[src/rtl/flags_condition_unit_pkg.sv]
// Shared control definitions: condition-code enum, active-low flag bit positions
// and a printable name helper for condition codes.
package control;

    typedef enum logic [3:0] {
        COND_A     = 4'd0,
        COND_C     = 4'd1,
        COND_Z     = 4'd2,
        COND_O     = 4'd3,
        COND_N     = 4'd4,
        COND_EQ    = 4'd5,
        COND_NE    = 4'd6,
        COND_GT    = 4'd7,
        COND_LT    = 4'd8,
        COND_DI    = 4'd9,
        COND_DO    = 4'd10,
        COND_NC    = 4'd11,
        COND_NZ    = 4'd12,
        COND_GE    = 4'd13,
        COND_LE    = 4'd14,
        COND_NEVER = 4'd15
    } cond_e;

    // Bit positions inside the active-low czonENGL flag vector
    localparam int unsigned FLAG_C  = 7;
    localparam int unsigned FLAG_Z  = 6;
    localparam int unsigned FLAG_O  = 5;
    localparam int unsigned FLAG_N  = 4;
    localparam int unsigned FLAG_EQ = 3;
    localparam int unsigned FLAG_NE = 2;
    localparam int unsigned FLAG_GT = 1;
    localparam int unsigned FLAG_LT = 0;

    function automatic logic [39:0] condname(input logic [3:0] code);
        logic [39:0] name;
        case (code)
            4'd0:    name = "A    ";
            4'd1:    name = "C    ";
            4'd2:    name = "Z    ";
            4'd3:    name = "O    ";
            4'd4:    name = "N    ";
            4'd5:    name = "EQ   ";
            4'd6:    name = "NE   ";
            4'd7:    name = "GT   ";
            4'd8:    name = "LT   ";
            4'd9:    name = "DI   ";
            4'd10:   name = "DO   ";
            4'd11:   name = "NC   ";
            4'd12:   name = "NZ   ";
            4'd13:   name = "GE   ";
            4'd14:   name = "LE   ";
            default: name = "NEVER";
        endcase
        return name;
    endfunction

endpackage

[src/rtl/flags_condition_unit_if.sv]
// Bus between the instruction sequencer and the flags/condition unit.
// FLAGS_SHADOW_EN adds the active-low save/restore strobes for the shadow register.
interface flags_condition_unit_if;

    logic [7:0] alu_flags_czonENGL;
    logic       _flag_di;
    logic       _flag_do;
    logic       _set_flags;
    logic [3:0] condition;
    logic       phase_exec;
    logic       _phase_exec;
    logic [7:0] status_czonENGL;
    logic       flags_valid;
    logic       _do_exec;

`ifdef FLAGS_SHADOW_EN
    logic       _save_flags;
    logic       _restore_flags;

    modport master (
        output alu_flags_czonENGL, _flag_di, _flag_do, _set_flags, condition,
               _save_flags, _restore_flags,
        input  phase_exec, _phase_exec, status_czonENGL, flags_valid, _do_exec
    );

    modport slave (
        input  alu_flags_czonENGL, _flag_di, _flag_do, _set_flags, condition,
               _save_flags, _restore_flags,
        output phase_exec, _phase_exec, status_czonENGL, flags_valid, _do_exec
    );
`else
    modport master (
        output alu_flags_czonENGL, _flag_di, _flag_do, _set_flags, condition,
        input  phase_exec, _phase_exec, status_czonENGL, flags_valid, _do_exec
    );

    modport slave (
        input  alu_flags_czonENGL, _flag_di, _flag_do, _set_flags, condition,
        output phase_exec, _phase_exec, status_czonENGL, flags_valid, _do_exec
    );
`endif

endinterface

[src/rtl/flags_condition_unit_decoder.sv]
// Combinational condition evaluation against the registered active-low flags
// and the live active-low UART ready lines.
module condition_decoder
    import control::*;
(
    input  logic [3:0] condition,
    input  logic [7:0] status,
    input  logic       flag_di_n,
    input  logic       flag_do_n,
    output logic       cond_true
);

    // Flags are active-low, so "flag set" is the inverted bit
    always_comb begin
        cond_true = 1'b0;
        case (cond_e'(condition))
            COND_A:     cond_true = 1'b1;
            COND_C:     cond_true = ~status[FLAG_C];
            COND_Z:     cond_true = ~status[FLAG_Z];
            COND_O:     cond_true = ~status[FLAG_O];
            COND_N:     cond_true = ~status[FLAG_N];
            COND_EQ:    cond_true = ~status[FLAG_EQ];
            COND_NE:    cond_true = ~status[FLAG_NE];
            COND_GT:    cond_true = ~status[FLAG_GT];
            COND_LT:    cond_true = ~status[FLAG_LT];
            COND_DI:    cond_true = ~flag_di_n;
            COND_DO:    cond_true = ~flag_do_n;
            COND_NC:    cond_true = status[FLAG_C];
            COND_NZ:    cond_true = status[FLAG_Z];
            COND_GE:    cond_true = ~status[FLAG_GT] | ~status[FLAG_EQ];
            COND_LE:    cond_true = ~status[FLAG_LT] | ~status[FLAG_EQ];
            COND_NEVER: cond_true = 1'b0;
            default:    cond_true = 1'b0;
        endcase
    end

endmodule

[src/rtl/flags_condition_unit.sv]
// Two-phase fetch/exec sequencer that registers the ALU flags and the
// "instruction executes" decision. Optional FLAGS_SHADOW_EN adds a save/restore shadow.
module flags_condition_unit
    import control::*;
(
    input  logic                   clk,
    input  logic                   reset,
    flags_condition_unit_if.slave  bus
);

    logic       phase_r;
    logic       phase_n_r;
    logic       do_exec_n_r;
    logic       valid_r;
    logic [7:0] status_r;
    logic [7:0] status_nxt_s;
    logic       load_s;
    logic       cond_true_s;
`ifdef FLAGS_SHADOW_EN
    logic [7:0] shadow_r;
    logic [7:0] shadow_nxt_s;
`endif

    condition_decoder u_decoder (
        .condition (bus.condition),
        .status    (status_r),
        .flag_di_n (bus._flag_di),
        .flag_do_n (bus._flag_do),
        .cond_true (cond_true_s)
    );

    // Next flag state: only an executing instruction at the end of exec may touch flags
    always_comb begin
        status_nxt_s = status_r;
        load_s       = 1'b0;
`ifdef FLAGS_SHADOW_EN
        shadow_nxt_s = shadow_r;
`endif
        if (phase_r && !do_exec_n_r) begin
`ifdef FLAGS_SHADOW_EN
            if (!bus._restore_flags) begin
                status_nxt_s = shadow_r;
                load_s       = 1'b1;
            end else if (!bus._set_flags) begin
                status_nxt_s = bus.alu_flags_czonENGL;
                load_s       = 1'b1;
            end else begin
                status_nxt_s = status_r;
                load_s       = 1'b0;
            end
            // Reads the old status, so save together with restore swaps the two
            if (!bus._save_flags) begin
                shadow_nxt_s = status_r;
            end else begin
                shadow_nxt_s = shadow_r;
            end
`else
            if (!bus._set_flags) begin
                status_nxt_s = bus.alu_flags_czonENGL;
                load_s       = 1'b1;
            end else begin
                status_nxt_s = status_r;
                load_s       = 1'b0;
            end
`endif
        end else begin
            status_nxt_s = status_r;
            load_s       = 1'b0;
        end
    end

    // Phase toggle, execute decision and flag registers
    always_ff @(posedge clk or posedge reset) begin
        if (reset) begin
            phase_r     <= 1'b0;
            phase_n_r   <= 1'b1;
            do_exec_n_r <= 1'b1;
            valid_r     <= 1'b0;
            status_r    <= 8'hFF;
`ifdef FLAGS_SHADOW_EN
            shadow_r    <= 8'hFF;
`endif
        end else begin
            phase_r   <= ~phase_r;
            phase_n_r <= phase_r;
            if (!phase_r) begin
                do_exec_n_r <= ~cond_true_s;
            end else begin
                do_exec_n_r <= 1'b1;
            end
            status_r <= status_nxt_s;
            if (load_s) begin
                valid_r <= 1'b1;
            end else begin
                valid_r <= valid_r;
            end
`ifdef FLAGS_SHADOW_EN
            shadow_r <= shadow_nxt_s;
`endif
        end
    end

    assign bus.phase_exec      = phase_r;
    assign bus._phase_exec     = phase_n_r;
    assign bus._do_exec        = do_exec_n_r;
    assign bus.status_czonENGL = status_r;
    assign bus.flags_valid     = valid_r;

endmodule

[src/flat_wrapper.sv]
// flat-port wrapper written by rule: the top's interface ports become plain ports
module flags_condition_unit_flat import control::*;
  (clk, reset, bus_alu_flags_czonENGL, bus__flag_di, bus__flag_do, bus__set_flags, bus_condition, bus_phase_exec, bus__phase_exec, bus_status_czonENGL, bus_flags_valid, bus__do_exec);
  flags_condition_unit_if bus_i ();
  input  logic clk;
  input  logic reset;
  input wire logic [$bits(bus_i.alu_flags_czonENGL)-1:0] bus_alu_flags_czonENGL;
  input wire logic [$bits(bus_i._flag_di)-1:0] bus__flag_di;
  input wire logic [$bits(bus_i._flag_do)-1:0] bus__flag_do;
  input wire logic [$bits(bus_i._set_flags)-1:0] bus__set_flags;
  input wire logic [$bits(bus_i.condition)-1:0] bus_condition;
  output wire logic [$bits(bus_i.phase_exec)-1:0] bus_phase_exec;
  output wire logic [$bits(bus_i._phase_exec)-1:0] bus__phase_exec;
  output wire logic [$bits(bus_i.status_czonENGL)-1:0] bus_status_czonENGL;
  output wire logic [$bits(bus_i.flags_valid)-1:0] bus_flags_valid;
  output wire logic [$bits(bus_i._do_exec)-1:0] bus__do_exec;
  assign bus_i.alu_flags_czonENGL = bus_alu_flags_czonENGL;
  assign bus_i._flag_di = bus__flag_di;
  assign bus_i._flag_do = bus__flag_do;
  assign bus_i._set_flags = bus__set_flags;
  assign bus_i.condition = bus_condition;
  assign bus_phase_exec = bus_i.phase_exec;
  assign bus__phase_exec = bus_i._phase_exec;
  assign bus_status_czonENGL = bus_i.status_czonENGL;
  assign bus_flags_valid = bus_i.flags_valid;
  assign bus__do_exec = bus_i._do_exec;
  flags_condition_unit u_core (.clk(clk), .reset(reset), .bus(bus_i));
endmodule
[config.mk]
export PLATFORM = sky130hd
export DESIGN_NAME = flags_condition_unit_flat
export DESIGN_NICKNAME = d
export VERILOG_FILES = /design/src/rtl/flags_condition_unit_pkg.sv /design/src/rtl/flags_condition_unit_if.sv /design/src/rtl/flags_condition_unit_decoder.sv /design/src/rtl/flags_condition_unit.sv /design/src/flat_wrapper.sv
export SDC_FILE = /design/constraint.sdc
export NUM_CORES = 1
export LEC_CHECK = 0
export ABC_AREA = 1
export CAP_MARGIN = 20
export CELL_PAD_IN_SITES_DETAIL_PLACEMENT = 0
export CELL_PAD_IN_SITES_GLOBAL_PLACEMENT = 1
export CORE_MARGIN = 5
export CORE_UTILIZATION = 26
export DETAILED_ROUTE_END_ITERATION = 8
export PLACE_DENSITY = 0.84
export SYNTH_ARGS = -nofsm -noshare
export SYNTH_HDL_FRONTEND = slang
export SYNTH_HIERARCHICAL = 1
export SYNTH_SLANG_ARGS = --single-unit
[constraint.sdc]
create_clock -name clk -period 1 [get_ports clk]
set_input_delay 0.15 -clock clk [delete_from_list [all_inputs] [get_ports clk]]
set_output_delay 0.15 -clock clk [all_outputs]
set_load 0.005 [all_outputs]
After elaboration in Yosys (flattened, before gate mapping)
Cells that the tools add are included.

operators by class
  reduce and logical (&&, ||, !) cells = 4
  bitwise logic cells = 15
  multiplexer cells = 4
  eq/ne operators = 15

operator list
  operator            count
  $eq 4x4->1 const B  8
  $eq 4x3->1 const B  4
  $pmux 1 s16         1
  $not 1->1           13
  $eq 4x2->1 const B  2
  $eq 4x1->1 const B  1
  $logic_not 4->1     1
  $mux 1              3
  $or 1x1->1          2
  $reduce_and 2->1    1
  $logic_and 1x1->1   1
  $logic_not 1->1     1

storage, ports and cells
  bits in registers = 12
  input bits = 17
  logic and storage cells = 43
  output and inout port bits = 12

Longest topological paths before layout
  depth after elaboration = 5
  depth in mapped cells = 9
  gate-level depth less buffers = 8

Cells and area by module
Netlist, hierarchy kept.

modules (own cells, without submodules)
  module                seq. area each (um2)  times used  cells an instance  area each (um2)
  flags_condition_unit  312.8                 1           45                 478.0
  condition_decoder     0.0                   1           54                 250.2

Worst setup path before layout
Ideal clock, no wire load.

  kind = reg2reg
  from = reg u_core.status_r[6] (netlist: u_core/bus.status_czonENGL[6])
  to = reg u_core.do_exec_n_r (netlist: u_core/bus._do_exec)
  period minus slack after synthesis = 1042 ps
  path slack = -42 ps
  library setup time = 60 ps
  data arrival time = 982 ps
  stages on the path, launching flop included = 9
  buffers on the path = 0
  required time = 940 ps
  cell sequence = dfstp_2 inv_1 nand3_1 nand2_1 nor2_1 nor2_1 nor2_1 nand2_1 nand2_1

on the way
  word-level cells in the longest chain between the ends = 4

RTL lines
  item                      RTL line                            text
  start: declaration        flags_condition_unit.sv:15          logic [7:0] status_r;
  start signal: assignment  flags_condition_unit.sv:91          status_r <= status_nxt_s;
  $not 1->1                 flags_condition_unit_decoder.sv:19  COND_Z: cond_true = ~status[FLAG_Z];
  $pmux 1 s16 *             flags_condition_unit_decoder.sv:16  case (cond_e'(condition))
  net u_core.cond_true_s    flags_condition_unit.sv:18          logic cond_true_s;
  $not 1->1 *               flags_condition_unit.sv:87          do_exec_n_r <= ~cond_true_s;
  $mux 1 *                  flags_condition_unit.sv:86          if (!phase_r) begin
  end signal: assignment    flags_condition_unit.sv:87
  end: declaration          flags_condition_unit.sv:13          logic do_exec_n_r;

Mark *: on every way through the listed nets, which the timed path passes. The rest lies on a longest branch.
A chain may end at the register's enable or synchronous reset.

Final worst setup path
  from = reg u_core.status_r[3] (netlist: u_core/bus.status_czonENGL[3])
  to = reg u_core.do_exec_n_r (netlist: u_core/bus._do_exec)

on the way
  word-level cells in the longest chain between the ends = 5
  elaborated cells between the ends (all ways) = 6
  those cells by class = mux: 2; bitwise: 4

RTL lines
  item                                  RTL line
  $not 1->1 *                           flags_condition_unit_decoder.sv:22, flags_condition_unit_decoder.sv:30, flags_condition_unit_decoder.sv:31
  $or 1x1->1, on equally long branches  flags_condition_unit_decoder.sv:31, flags_condition_unit_decoder.sv:30
  $pmux 1 s16 *                         flags_condition_unit_decoder.sv:16
  net u_core.cond_true_s                flags_condition_unit.sv:18
  $not 1->1 *                           flags_condition_unit.sv:87
  $mux 1 *                              flags_condition_unit.sv:86

Marked as above.

==> flow_metrics.tcl <==
set metrics [dict create \
    clk_path_buf_depth 2 \
    reg2reg_depth 8 \
    p_leak_nw 0.631 \
    r2r_setup_slack_ns -0.23 \
    syn_inst 99 \
    finalHoldViolCount 0 \
    synthesis.area_um2 728 \
    synth_xor_area_share_pct 0 \
    drc 0 \
    drv_cap 0 \
    root_buffer "clkbuf_4" \
    cpLargestDelayFamily "flip-flops" \
    final.setup.worst_slack_ns -0.230 \
    clock_latency_ns 0.26 \
    peakVddDrop_mv 0.846 \
    io_pins 29 \
    grt_pass1_wl_um 3140 \
    area_delta_synth_final_pct 67.4 \
    status "finished with violations" \
    yosys.area_share.simple_pct 42.3 \
    path_class "reg -> reg" \
    dpl.hpwl_um 1420 \
    start_util_pct 26.9 \
    finalCritPeriodShare_pct 123 \
    worstPathMaxFanout 4 \
    final_common_cell "nand2_1" \
    path_depth 8 \
    ys_seq_elements 12 \
    rsz0062_at_grt "true" \
    tns_ns -1.05 \
    path_cells "buf_6 -> nand3b_1 -> nand2_1 -> nor2_1 -> nor2_1 -> nor2_1 -> nand2_1 -> nand2_1" \
    nets 165 \
    core.rowCount 19 \
    maxSlewHeadroom_pct 88.5 \
    numCtsBuffers 3 \
    hp-class "in -> async" \
    final_antenna_net_count 0 \
    first_pass_iters 4 \
    utilization_pct 45.0 \
    synth.top_cell.area_share_pct 36.1 \
    yosys-top-cells-area "dfstp_2 36%, nand2_1 18%, dfrtp_1 6.9%, nand4_1 6.9%, inv_1 6.7%" \
    yosysWarnings 6 \
    clk_pin_slew_ns 0.07 \
    finalCriticalPeriod_ns 1.23 \
    die_y_um 62.9 \
    syn_area_per_cell_um2 7.36 \
    slew_violations 0 \
    die_x_um 62.9 \
    cp.required_ns 1.21 \
    synth.distinct_cells 13 \
    grt_antenna_before_repair 0 \
    endpoint_kind "flop" \
    syn_nets 116 \
    critical_path_arrival_ns 1.44 \
    dieArea_um2 3960 \
    final_cell_mix "32 x nand2_1, 16 x clkdlybuf4s50_1, 13 x buf_4, 13 x inv_1, 10 x dfstp_2" \
    port_buffers 28 \
    fmaxAchievable_ghz 0.813 \
    coreArea_um2 2710 \
    htree_levels 1 \
    num_vias 764 \
    violations "setup timing" \
    finalWeightedCongestion 0.765 \
    viasPerCell 4.29 \
    drive_above_1_share_pct 38.8 \
    synth_area_leader_cell "dfstp_2" \
    grt_max_degree 13 \
    startpoint_type "flop" \
    routed_wl_um 1840 \
    slowest_stage "dfstp_2" \
    antenna_cells 0 \
    synthMuxAreaShare_pct 0 \
    seq_area_frac_synth_pct 43.0 \
    max_stage_delay_ns 0.54 \
    wl_per_cell_um 10.4 \
    powerDensity_nw_per_um2 1720 \
    skew_ns 0.00270 \
    grt.total_usage_pct 9.38 \
    globalRouteOverflowTotal 0 \
    synth_compound_area_share_pct 0 \
    path_buf_inv 1 \
    cts.sink_count 12 \
    grt_pass1_vias 755 \
    drtIter0Drc 7 \
    worstMarginPinSlew_ns 0.172 \
    cts_tree "built" \
    setup_violations 11 \
    synth_top_family_by_area "simple AND/OR/NAND/NOR gates" \
    synth_fa_ha_area_share_pct 0 \
]
-- cells by family after synthesis --
logic type / Yosys count
buffers and inverters: 22
flip-flops: 12
AND/OR/NAND/NOR: 65
-- cells in the mapped netlist --
cell type and instances:
buf_6 3, nand2_1 35, nand3_4 1, nand3b_1 3
nor2_1 8, inv_1 13, nor2_4 1, nand3_1 9
dfstp_2 10, nand4_1 8, dfrtp_1 2, inv_2 5
inv_4 1
-- tightest hold or removal path, delay by kind of cell --
family | cells | cell delay (ns)
buf+inv | 3 | 0.63
-- sequential cells by signal, summed over array words and instances, names as in the netlist --
name / cells
u_core/bus._do_exec: 1
u_core/bus._phase_exec: 1
u_core/bus.status_czonENGL: 8
u_core/bus.flags_valid: 1
u_core/bus.phase_exec: 1
-- layer usage --
layer | up-vias | routed length (um) | GRT usage (%)
met5 | - | 0 | 0
met2 | 19 | 920 | 16.0
met1 | 338 | 842 | 11.7
met3 | 0 | 80 | 1.62
met4 | 0 | 0 | 3.18
li1 | 407 | - | -
-- through the flow --
step | setup slack [ns] | hold slack (ns) | power [mW] | cells | area (um^2)
floorplan | -0.0421 | 0.00754 | 1.07 | 99 | 728
global placement | -0.389 | 0.443 | 1.48 | 162 | 1080
detailed placement | -0.396 | 0.454 | 1.48 | 162 | 1080
CTS | -0.237 | 0.159 | 1.90 | 174 | 1120
global route | -0.362 | 0.170 | 2.24 | 178 | 1220
finish | -0.230 | 0.160 | 2.09 | 178 | 1220
-- path summary, 6_finish.rpt --
| check | startpoint | to |
|---|---|---|
| setup / recovery | u_core/bus.status_czonENGL[3] | u_core/bus._do_exec |
| hold / removal | reset | u_core/bus.flags_valid |
| setup reg to reg | u_core/bus.status_czonENGL[3] | u_core/bus._do_exec |
| hold reg to reg | u_core/bus.status_czonENGL[5] | u_core/bus.status_czonENGL[5] |
| max in group asynchronous | reset | u_core/bus.status_czonENGL[7] |
| min in group clk | bus_alu_flags_czonENGL[6] | u_core/bus.status_czonENGL[6] |
-- repair_timing --
action                                  4_1_cts  5_1_grt
resized for setup                            46       18
pin swaps                                     5        9
hold endpoints to repair                      0        0
hold buffers                                  0        0
cloned                                        1        0
endpoints found under the setup margin       22       20
setup buffers                                 7        4
-- power by group --
part	total [mW]	internal [mW]	switching, mW
sequential	0.764	0.679	0.0852
clock	0.367	0.221	0.146
combinational	0.959	0.569	0.390
total	2.09	1.47	0.622
-- layout make-up --
class                           instances  area (um^2)
Sequential cell                        12          313
Fill cell                             306         1490
Inverter                               19         81.3
Tap cell                               31         38.8
Multi-Input combinational cell         66          335
Timing Repair Buffer                   46          414
Clock buffer                            4         36.3
(Power assumes the default switching activity.)
==> variant (same flow settings) <==
Make the reset (`reset`) synchronous in one clocked block.
--- a/src/rtl/flags_condition_unit.sv
+++ b/src/rtl/flags_condition_unit.sv
@@ -72,3 +72,3 @@
     // Phase toggle, execute decision and flag registers
-    always_ff @(posedge clk or posedge reset) begin
+    always_ff @(posedge clk) begin
         if (reset) begin
Function: differs if reset is asserted again (counterexample within 4 cycles, from zero or initial values and one cycle with reset high); with reset held inactive, the same outputs for 10 cycles.
==> variant against the original RTL <==
- the run still ends with setup timing left
- design area decreased by 7.2%
- sequential share of layout area decreased by 3.2 points
- area after synthesis is 7.4% lower
- setup slack gained 190 ps
- core utilization grew 0.69 points
- global-route usage rose by 1.6 points
- count of clock-buffer cells in the layout is the same
- sequential cell count stayed put
- first-iteration DRC count grew 57%
- wire length is 3.3% higher
- critical path type unchanged
Power is not compared: it rests on default switching activity, and its combinational part moved more than twofold at a synthesized area within 25%.
==> variant: results (changes against the original RTL) <==
Critical path
  • CP peak stage delay: 330 ps (was 540 ps)
  • Critical Path Slowest Stage Cell: dfxtp_2 (was dfstp_2)
  • Delay-heaviest family, CP: simple AND/OR/NAND/NOR gates (was flip-flops)
  • CP endpoint: u_core/bus._do_exec$_SDFF_PP1_ (was u_core/bus._do_exec$_DFF_PP1_)
  • Data required time of the worst path: 1160 ps (was 1210 ps)
  • Worst Setup SP: u_core/bus.status_czonENGL[3]$_SDFFE_PP1P_ (was u_core/bus.status_czonENGL[3]$_DFFE_PP1P_)

Min path
  • Hold WC Path Type: primary input to flip-flop (was primary input to async pin)

GRT
  • Grt met3 use: 3.19% (was 1.62%)
  • Vias in the first global route: 715 (was 755)
  • Gr usage total: 10.9% (was 9.38%)
  • First-pass GRT wire length: 2990 um (was 3140 um)
  • Largest net degree at the start of global routing: 11 (was 13)
  • Grt met1 use: 12.1% (was 11.7%)
  • Met2 usage: 18.9% (was 16.0%)

Run status
  • Status: finished, violations left (unchanged)
  • Failing checks: setup timing (unchanged)

Yosys
  • Synth top cells by count: nand2_1, nand3_1, inv_1, dfxtp_1, nor2_1 (was nand2_1, inv_1, dfstp_2, nand3_1)
  • Compound-Gate Fraction of Synth Area: 1.30% (was 0%)
  • Most used DFF post-synth: dfxtp_1 (was dfstp_2)
  • Sequential area share after synthesis: 35.6% (was 43.0%)
  • Leading post-synthesis cells by cell area: dfxtp_1, nand2_1, nand3_1, nand4_1, inv_1 (was dfstp_2, nand2_1, dfrtp_1, nand4_1, inv_1)
  • Syn nets: 117 (was 116)
  • Async set-or-reset flop fraction in the synthesized netlist: 0% (was 100%)

Routing
  • Vias/cell: 4.44 (was 4.29)
  • Routed length on met1: 816 um (was 842 um)
  • Starting DRT DRC Count: 11 (was 7)
  • Met3 wire len: 136 um (was 80 um)
  • DRT Wirelength: 1900 um (was 1840 um)

Layout
  • NumNets Final: 163 (was 165)
  • Share of cells above drive strength 1: 31.7% (was 38.8%)

STA
  • Setup Skew: 4.73 ps (was 2.70 ps)
  • Setup ws final: -41.9 ps (was -230 ps)
  • Final setup vio count: 1 (was 11)
  • Slew HR: 83.9% (was 88.5%)

Placement
  • Gpl congestion: 0.758 (was 0.765)
  • DP Wirelength: 1480 um (was 1420 um)
## variant: changes by cell type in the layout (fill, tap and decap cells not counted), moves of 4 or more
cell             delta
nand3_1             +8
clkdlybuf4s15_1     +7
buf_4               -4
buf_6               -5
buf_2               -6
nand2_1             -6
dfstp_2            -10
clkbuf_2            +5
dfxtp_2            +11
## variant: through the flow
step / std cells / TNS [ps] / total power (uW) / hold slack, ps / instance area (um2)
final: 175 / -41.9 / 1110 / 477 / 1130
after CTS: 174 / -78.9 / 1110 / 472 / 1130
after floorplan: 100 / 0 / 603 / 212 / 674
after global placement: 162 / -1650 / 721 / 446 / 1020
after global routing: 175 / -106 / 1170 / 495 / 1130
after detailed placement: 162 / -1760 / 723 / 461 / 1020
## variant: layout make-up
class	instances	area, um2
Tap cell	30	37.5
Multi-Input combinational cell	67	337
Sequential cell	12	254
Fill cell	272	1350
Inverter	19	76.3
Timing Repair Buffer	43	390
Clock buffer	4	36.3
